File: src/rtl/data_mem_responder.sv
// ---------------------------------------------------------------------------
// data_mem_responder
//
// Byte-serial data-memory responder for the processor load/store port.
// Takes one load or store request at a time over a valid/ready handshake.
// It services the request against an internal byte-wide RAM, one byte per
// cycle. Loads return the assembled 32-bit result, either sign-extended or
// zero-extended, together with a one-cycle response pulse.
//
// Optional feature macro: MISALIGN_TRAP_EN
//   When defined, a misaligned request is flagged at accept and answered
//   with rsp_err instead of being performed:
//     - a half access with addr[0] set, or
//     - a word access with addr[1:0] not equal to 00.
//   When undefined, misaligned requests are performed byte by byte and
//   rsp_err is tied to 0.
//
// Ports
//   clk        : clock, all state changes on the rising edge
//   reset      : synchronous, active-high reset
//   req_valid  : request present
//   req_ready  : responder idle and able to accept a request
//   req_we     : 1 = store, 0 = load
//   req_whb    : access size (00 byte, 01 half, 10/11 word)
//   req_signed : loads only, 1 = sign-extend, 0 = zero-extend
//   req_addr   : byte address
//   req_wdata  : store data, little-endian, low bytes used
//   rsp_valid  : one-cycle response pulse
//   rsp_rdata  : load result (0 for stores and errors)
//   rsp_err    : misaligned-access flag (MISALIGN_TRAP_EN only)
// ---------------------------------------------------------------------------
module data_mem_responder #(
  parameter int ADDR_W = 8
) (
  input  logic              clk,
  input  logic              reset,
  input  logic              req_valid,
  output logic              req_ready,
  input  logic              req_we,
  input  logic [1:0]        req_whb,
  input  logic              req_signed,
  input  logic [ADDR_W-1:0] req_addr,
  input  logic [31:0]       req_wdata,
  output logic              rsp_valid,
  output logic [31:0]       rsp_rdata,
  output logic              rsp_err
);

  typedef enum logic [1:0] {
    IDLE,
    ACCESS,
    RESP
  } state_t;

  state_t state;

  // Request fields captured at accept
  logic              we_q;
  logic              signed_q;
  logic [1:0]        whb_q;
  logic [ADDR_W-1:0] addr_q;
  logic [31:0]       wdata_q;

  // Byte index of the current access and index of the final byte (N-1)
  logic [1:0]        byte_idx;
  logic [1:0]        last_idx;

  // Load assembly register, filled one byte lane per ACCESS cycle
  logic [31:0]       asm_q;

  // Byte-wide RAM; contents are deliberately not reset
  logic [7:0]        mem [0:(2**ADDR_W)-1];

  logic              accept;
  logic [1:0]        req_last_idx;
  logic [ADDR_W-1:0] cur_addr;
  logic [7:0]        rd_byte;
  logic [7:0]        wr_byte;
  logic [31:0]       asm_next;
  logic [31:0]       load_result;
  logic              last_byte;

  assign accept = req_valid & req_ready;

  // Final byte index for the requested size; 11 is treated as a word
  always_comb begin
    case (req_whb)
      2'b00:   req_last_idx = 2'd0;
      2'b01:   req_last_idx = 2'd1;
      default: req_last_idx = 2'd3;
    endcase
  end

  // The adder width is ADDR_W, so an access that runs past the top of the
  // RAM wraps around to byte 0 without any extra logic
  assign cur_addr  = addr_q + ADDR_W'(byte_idx);
  assign rd_byte   = mem[cur_addr];
  assign last_byte = (byte_idx == last_idx);

  // Select the store byte for the current lane
  always_comb begin
    case (byte_idx)
      2'd0:    wr_byte = wdata_q[7:0];
      2'd1:    wr_byte = wdata_q[15:8];
      2'd2:    wr_byte = wdata_q[23:16];
      default: wr_byte = wdata_q[31:24];
    endcase
  end

  // Merge the byte being read this cycle into its lane. The final
  // response is formed from this merged value, so the last byte does not
  // need an extra cycle to land in asm_q first.
  always_comb begin
    asm_next = asm_q;
    case (byte_idx)
      2'd0:    asm_next[7:0]   = rd_byte;
      2'd1:    asm_next[15:8]  = rd_byte;
      2'd2:    asm_next[23:16] = rd_byte;
      default: asm_next[31:24] = rd_byte;
    endcase
  end

  // Extend the load to 32 bits. Lanes above the access size may hold
  // stale bytes, and they are overwritten here by the extension.
  always_comb begin
    case (whb_q)
      2'b00:   load_result = {{24{signed_q & asm_next[7]}},  asm_next[7:0]};
      2'b01:   load_result = {{16{signed_q & asm_next[15]}}, asm_next[15:0]};
      default: load_result = asm_next;
    endcase
  end

`ifdef MISALIGN_TRAP_EN
  logic req_misaligned;
  logic err_q;

  // Half accesses need an even address; word accesses need 4-byte alignment
  assign req_misaligned = ((req_whb == 2'b01) & req_addr[0]) |
                          (req_whb[1] & (req_addr[1:0] != 2'b00));
  assign rsp_err = err_q;
`else
  assign rsp_err = 1'b0;
`endif

  // Main control FSM. All outputs are registered. req_ready is cleared by
  // reset and is raised again by the first IDLE clock edge, so the
  // responder does not accept a request while reset is still being sampled.
  always_ff @(posedge clk) begin
    if (reset) begin
      state     <= IDLE;
      req_ready <= 1'b0;
      rsp_valid <= 1'b0;
      rsp_rdata <= 32'd0;
      we_q      <= 1'b0;
      signed_q  <= 1'b0;
      whb_q     <= 2'b00;
      addr_q    <= '0;
      wdata_q   <= 32'd0;
      byte_idx  <= 2'd0;
      last_idx  <= 2'd0;
      asm_q     <= 32'd0;
`ifdef MISALIGN_TRAP_EN
      err_q     <= 1'b0;
`endif
    end else begin
      case (state)
        IDLE: begin
          rsp_valid <= 1'b0;
          req_ready <= 1'b1;
`ifdef MISALIGN_TRAP_EN
          err_q     <= 1'b0;
`endif
          if (accept) begin
            we_q      <= req_we;
            signed_q  <= req_signed;
            whb_q     <= req_whb;
            addr_q    <= req_addr;
            wdata_q   <= req_wdata;
            byte_idx  <= 2'd0;
            last_idx  <= req_last_idx;
            asm_q     <= 32'd0;
            req_ready <= 1'b0;
`ifdef MISALIGN_TRAP_EN
            if (req_misaligned) begin
              // Trap without touching the RAM; respond in the next cycle
              state     <= RESP;
              rsp_valid <= 1'b1;
              rsp_rdata <= 32'd0;
              err_q     <= 1'b1;
            end else begin
              state <= ACCESS;
            end
`else
            state <= ACCESS;
`endif
          end
        end

        ACCESS: begin
          asm_q    <= asm_next;
          byte_idx <= byte_idx + 2'd1;
          if (last_byte) begin
            state     <= RESP;
            rsp_valid <= 1'b1;
            rsp_rdata <= we_q ? 32'd0 : load_result;
          end
        end

        RESP: begin
          // Single-cycle pulse; ready comes back for the following cycle
          rsp_valid <= 1'b0;
          req_ready <= 1'b1;
          state     <= IDLE;
`ifdef MISALIGN_TRAP_EN
          err_q     <= 1'b0;
`endif
        end

        default: begin
          state     <= IDLE;
          rsp_valid <= 1'b0;
          req_ready <= 1'b0;
        end
      endcase
    end
  end

  // RAM write port. Reset blocks the write, so a store interrupted by
  // reset keeps the bytes it already wrote and drops the rest.
  always_ff @(posedge clk) begin
    if (!reset && (state == ACCESS) && we_q) begin
      mem[cur_addr] <= wr_byte;
    end
  end

endmodule

File: config.mk
export PLATFORM = sky130hd
export DESIGN_NAME = data_mem_responder
export DESIGN_NICKNAME = d
export VERILOG_FILES = /design/src/rtl/data_mem_responder.sv
export SDC_FILE = /design/constraint.sdc
export NUM_CORES = 2
export LEC_CHECK = 0
export ABC_AREA = 0
export CORE_UTILIZATION = 45
export CTS_CLUSTER_SIZE = 40
export DETAILED_ROUTE_END_ITERATION = 6
export PLACE_DENSITY = 0.63
export SLEW_MARGIN = 20
export SYNTH_ARGS = -nofsm -noshare
export SYNTH_HDL_FRONTEND = slang
export SYNTH_SLANG_ARGS = --single-unit
File: constraint.sdc
create_clock -name clk -period 9.1 [get_ports clk]
set_input_delay 1.82 -clock clk [delete_from_list [all_inputs] [get_ports clk]]
set_output_delay 1.82 -clock clk [all_outputs]
set_load 0.01 [all_outputs]
==> impl_metrics.ini <==
[status]
status = finished with violations
failed_checks = DRC

[critical_path]
crit_fanout = 111
worst_path_max_delay_cell = fa_4
cpMostUsedCell = a21oi_1
r2r_cells = 12
path_class = reg -> reg
worstSetupEndpointType = flip-flop
crit_path_max_incr_delay_ns = 1.46
cp.required_ns = 9.83
startpoint_type = flip-flop
cp.arrival_ns = 6.83
cp_cell_sequence = ha_4 > fa_4 > buf_12 > mux2i_1 > nand3_1 > a41oi_1 > a21oi_1 > a221oi_1 > nand4_1 > nor2_1 > a21oi_1 > a22o_1

[floorplan]
die_h_um = 436.9
dieWidth_um = 436.9
coreArea_um2 = 187800
ios = 82
fp-row-count = 159
design.die.area_um2 = 190900
start_util_pct = 45.32

[route]
routed-via-count = 43150
drt_iter0_markers = 5067
first_pass_iters = 7
wl_per_cell_um = 28.55
drtAntennaViolNets = 0
routed_via_density = 5.971
wl_um = 206400
drcViolationCount = 28

[synth]
syn_area_per_cell_um2 = 19.10
synth_nets = 4512
synth_cell_types = 71
synthFlopType = edfxtp_1
yosysWarnings = 0
synthCells = 4457
synth-seq-cells = 2164
synth-edff-count = 2048
syn_area_um2 = 85120
ys_seq_area_share_pct = 74.98
ys_async_sr_fraction_pct = 0

[sta]
relSlewSlack_pct = 16.74
fin_skew_ns = 0.04505
period_share_pct = 67.05
finalMaxSlewViolations = 0
fin_tns_setup_ns = 0
finalSetupViolCount = 0
rsz0062_at_grt = no
fmax_ghz = 0.1639
hold_violations = 0
worst_pin_slew_ns = 1.249
min_period_ns = 6.102

[cts]
cts_sinks = 2164
clock_latency_ns = 0.85
clkTransAtPathRegs_ns = 0.06
clockBufferDepth = 3
cts.repair.resized = 0
cts_setup_buffers = 0
cts_tree = built
ctsRootBufferMaster = clkbuf_16
htree_levels = 4
numCtsBuffers = 211
cts_hold_buf = 0

[finish]
nFillCells = 14930
drive_gt1_share_pct = 19.06
fin_nets = 4606
antenna_cells = 0
area_growth_pct = 12.11
fin_area_um2 = 95430
regArea_um2 = 63820
multi_input_area_um2 = 20090
utilization_pct = 50.81
layout.cells.non_filler = 7227

[place]
place.gp.congestion = 0.8753
placed_cell_area_um2 = 88700
place_inst = 6831
hpwl_um = 122700
portBuffers = 80

[flow_run]
drv_cap = 0

[pwr]
pwr-share-clk_pct = 40.6
powerDensity_nw_per_um2 = 217.7
p_sw_w = 0.004621
seq_power_share_pct = 52.7
internal_power_w = 0.01615
vdd_ir_drop_max_v = 0.0001751
leakage_nw = 28.75
sw_frac_of_total_pct = 22.25
power_frac_comb_pct = 6.7

[global_route]
grt_overflow = 0
grt_max_degree = 209
antenna_found_initial = 4
grt_pass1_vias = 43300
grt_pass1_wl_um = 302000
grtUsageTotal_pct = 21.53

[worst_hold_path]
holdPathStages = 2
hp-class = reg -> reg
[logic make-up after synthesis]
family / count (synthesis) / share of synthesized area, %
AOI/OAI and AO/OA: 340 / 2.728
xor gates and xnor gates: 6 / 0.08380
adders and majority gates: 8 / 0.1264
buffers and inverters: 302 / 1.713
DFF: 2164 / 74.98
muxes: 788 / 16.04
other: 1 / 0.004406
and+or+nand+nor: 848 / 4.323
[critical path: cells and delay by family, from the launching register on]
| family | cells | cell delay [ns] |
|---|---|---|
| adder cells (fa/ha/maj) | 2 | 1.69 |
| AO/OA/AOI/OAI | 5 | 1.62 |
| AND/OR/NAND/NOR | 3 | 1.12 |
| buffers and inverters | 1 | 0.58 |
| flip-flops | 1 | 0.41 |
| multiplexers | 1 | 0.28 |
[cells in the final DEF (no fill, tap or decap), types with 21 or more instances in the layout]
master              n
edfxtp_1         2048
mux4_2            452
nor2_1            316
mux2i_1           312
nand2_1           220
clkbuf_16         214
nand3_1           170
dfxtp_1           116
clkdlybuf4s50_1    79
o21ai_0            77
a21oi_1            63
buf_4              61
clkinv_1           59
o22ai_1            58
clkbuf_1           46
clkinv_2           44
nor3_1             36
nand4_1            34
inv_1              21
o211ai_1           21
[registers in the layout, indices dropped and copies added, names as in the netlist, 2 cells and up]
register	cells
rsp_rdata	32
asm_q	32
mem	2048
whb_q	2
addr_q	8
last_idx	2
byte_idx	2
wdata_q	32
state	2
[worst paths after layout]
check               from           end  slack, ns
max reg2reg  byte_idx[0]  rsp_rdata[0]       3.00
max          byte_idx[0]  rsp_rdata[0]       3.00
min reg2reg  wdata_q[28]   wdata_q[28]       0.45
min          wdata_q[28]   wdata_q[28]       0.45
[per-stage QoR]
step,worst slack [ns],total power [W],hold WS [ns]
2_1_floorplan,-0.8200,0.01216,0.4257
3_3_place_gp,3.076,0.01254,0.4338
3_5_place_dp,2.984,0.01256,0.4428
4_1_cts,3.209,0.02089,0.4557
5_1_grt,2.829,0.02133,0.4707
6_report,2.998,0.02077,0.4544
[cell usage after synthesis (all sizes together) (3+ instances only)]
cell type / count / area share [%]
a2111oi: 3 / 0.031
a211o: 9 / 0.093
a211oi: 4 / 0.035
a21o: 6 / 0.054
a21oi: 64 / 0.38
a221oi: 8 / 0.082
a222oi: 8 / 0.094
a22o: 8 / 0.082
a22oi: 15 / 0.13
a31oi: 9 / 0.073
a32o: 20 / 0.25
a41oi: 13 / 0.13
and2: 4 / 0.029
and3: 6 / 0.044
buf: 169 / 1.1
clkbuf: 111 / 0.49
dfxtp: 116 / 2.7
edfxtp: 2048 / 72
ha: 7 / 0.10
inv: 22 / 0.097
mux2: 10 / 0.13
mux2i: 320 / 3.8
mux4: 458 / 12
nand2: 230 / 1.0
nand2b: 10 / 0.073
nand3: 178 / 1.0
nand4: 34 / 0.25
nor2: 322 / 1.4
nor2b: 3 / 0.022
nor3: 38 / 0.22
nor4: 6 / 0.044
o211ai: 21 / 0.19
o21ai: 82 / 0.48
o22ai: 59 / 0.44
o31ai: 4 / 0.063
or2: 4 / 0.029
or3: 5 / 0.037
or4: 4 / 0.040
xor2: 4 / 0.063
[per-layer routing]
layer	global-route usage, %	part of all wire [%]	vias up
li1	-	-	18300
met1	31.27	42	22720
met2	33.59	47	1806
met3	3.451	7.5	324
met4	6.497	2.9	4
met5	0	0.0078	-
[power by group through the flow]
stage / logic, W / clock network (W) / registers (W)
2_1_floorplan: 0.000921 / 0 / 0.0112
3_3_place_gp: 0.00138 / 0 / 0.0112
3_5_place_dp: 0.00140 / 0 / 0.0112
4_1_cts: 0.00140 / 0.00854 / 0.0110
5_1_grt: 0.00147 / 0.00890 / 0.0109
6_report: 0.00139 / 0.00843 / 0.0110
[layout make-up]
| class | count | share of cell area [%] |
|---|---|---|
| multi-input cells | 1991 | 21.05 |
| well taps | 2495 | 3.271 |
| flip-flops and latches | 2164 | 66.88 |
| repair buffers | 161 | 1.740 |
| clock buffers | 260 | 5.793 |
| inverters | 22 | 0.08785 |
| clock inverters | 134 | 1.175 |
Note: power is estimated with default switching activity, not from simulation.
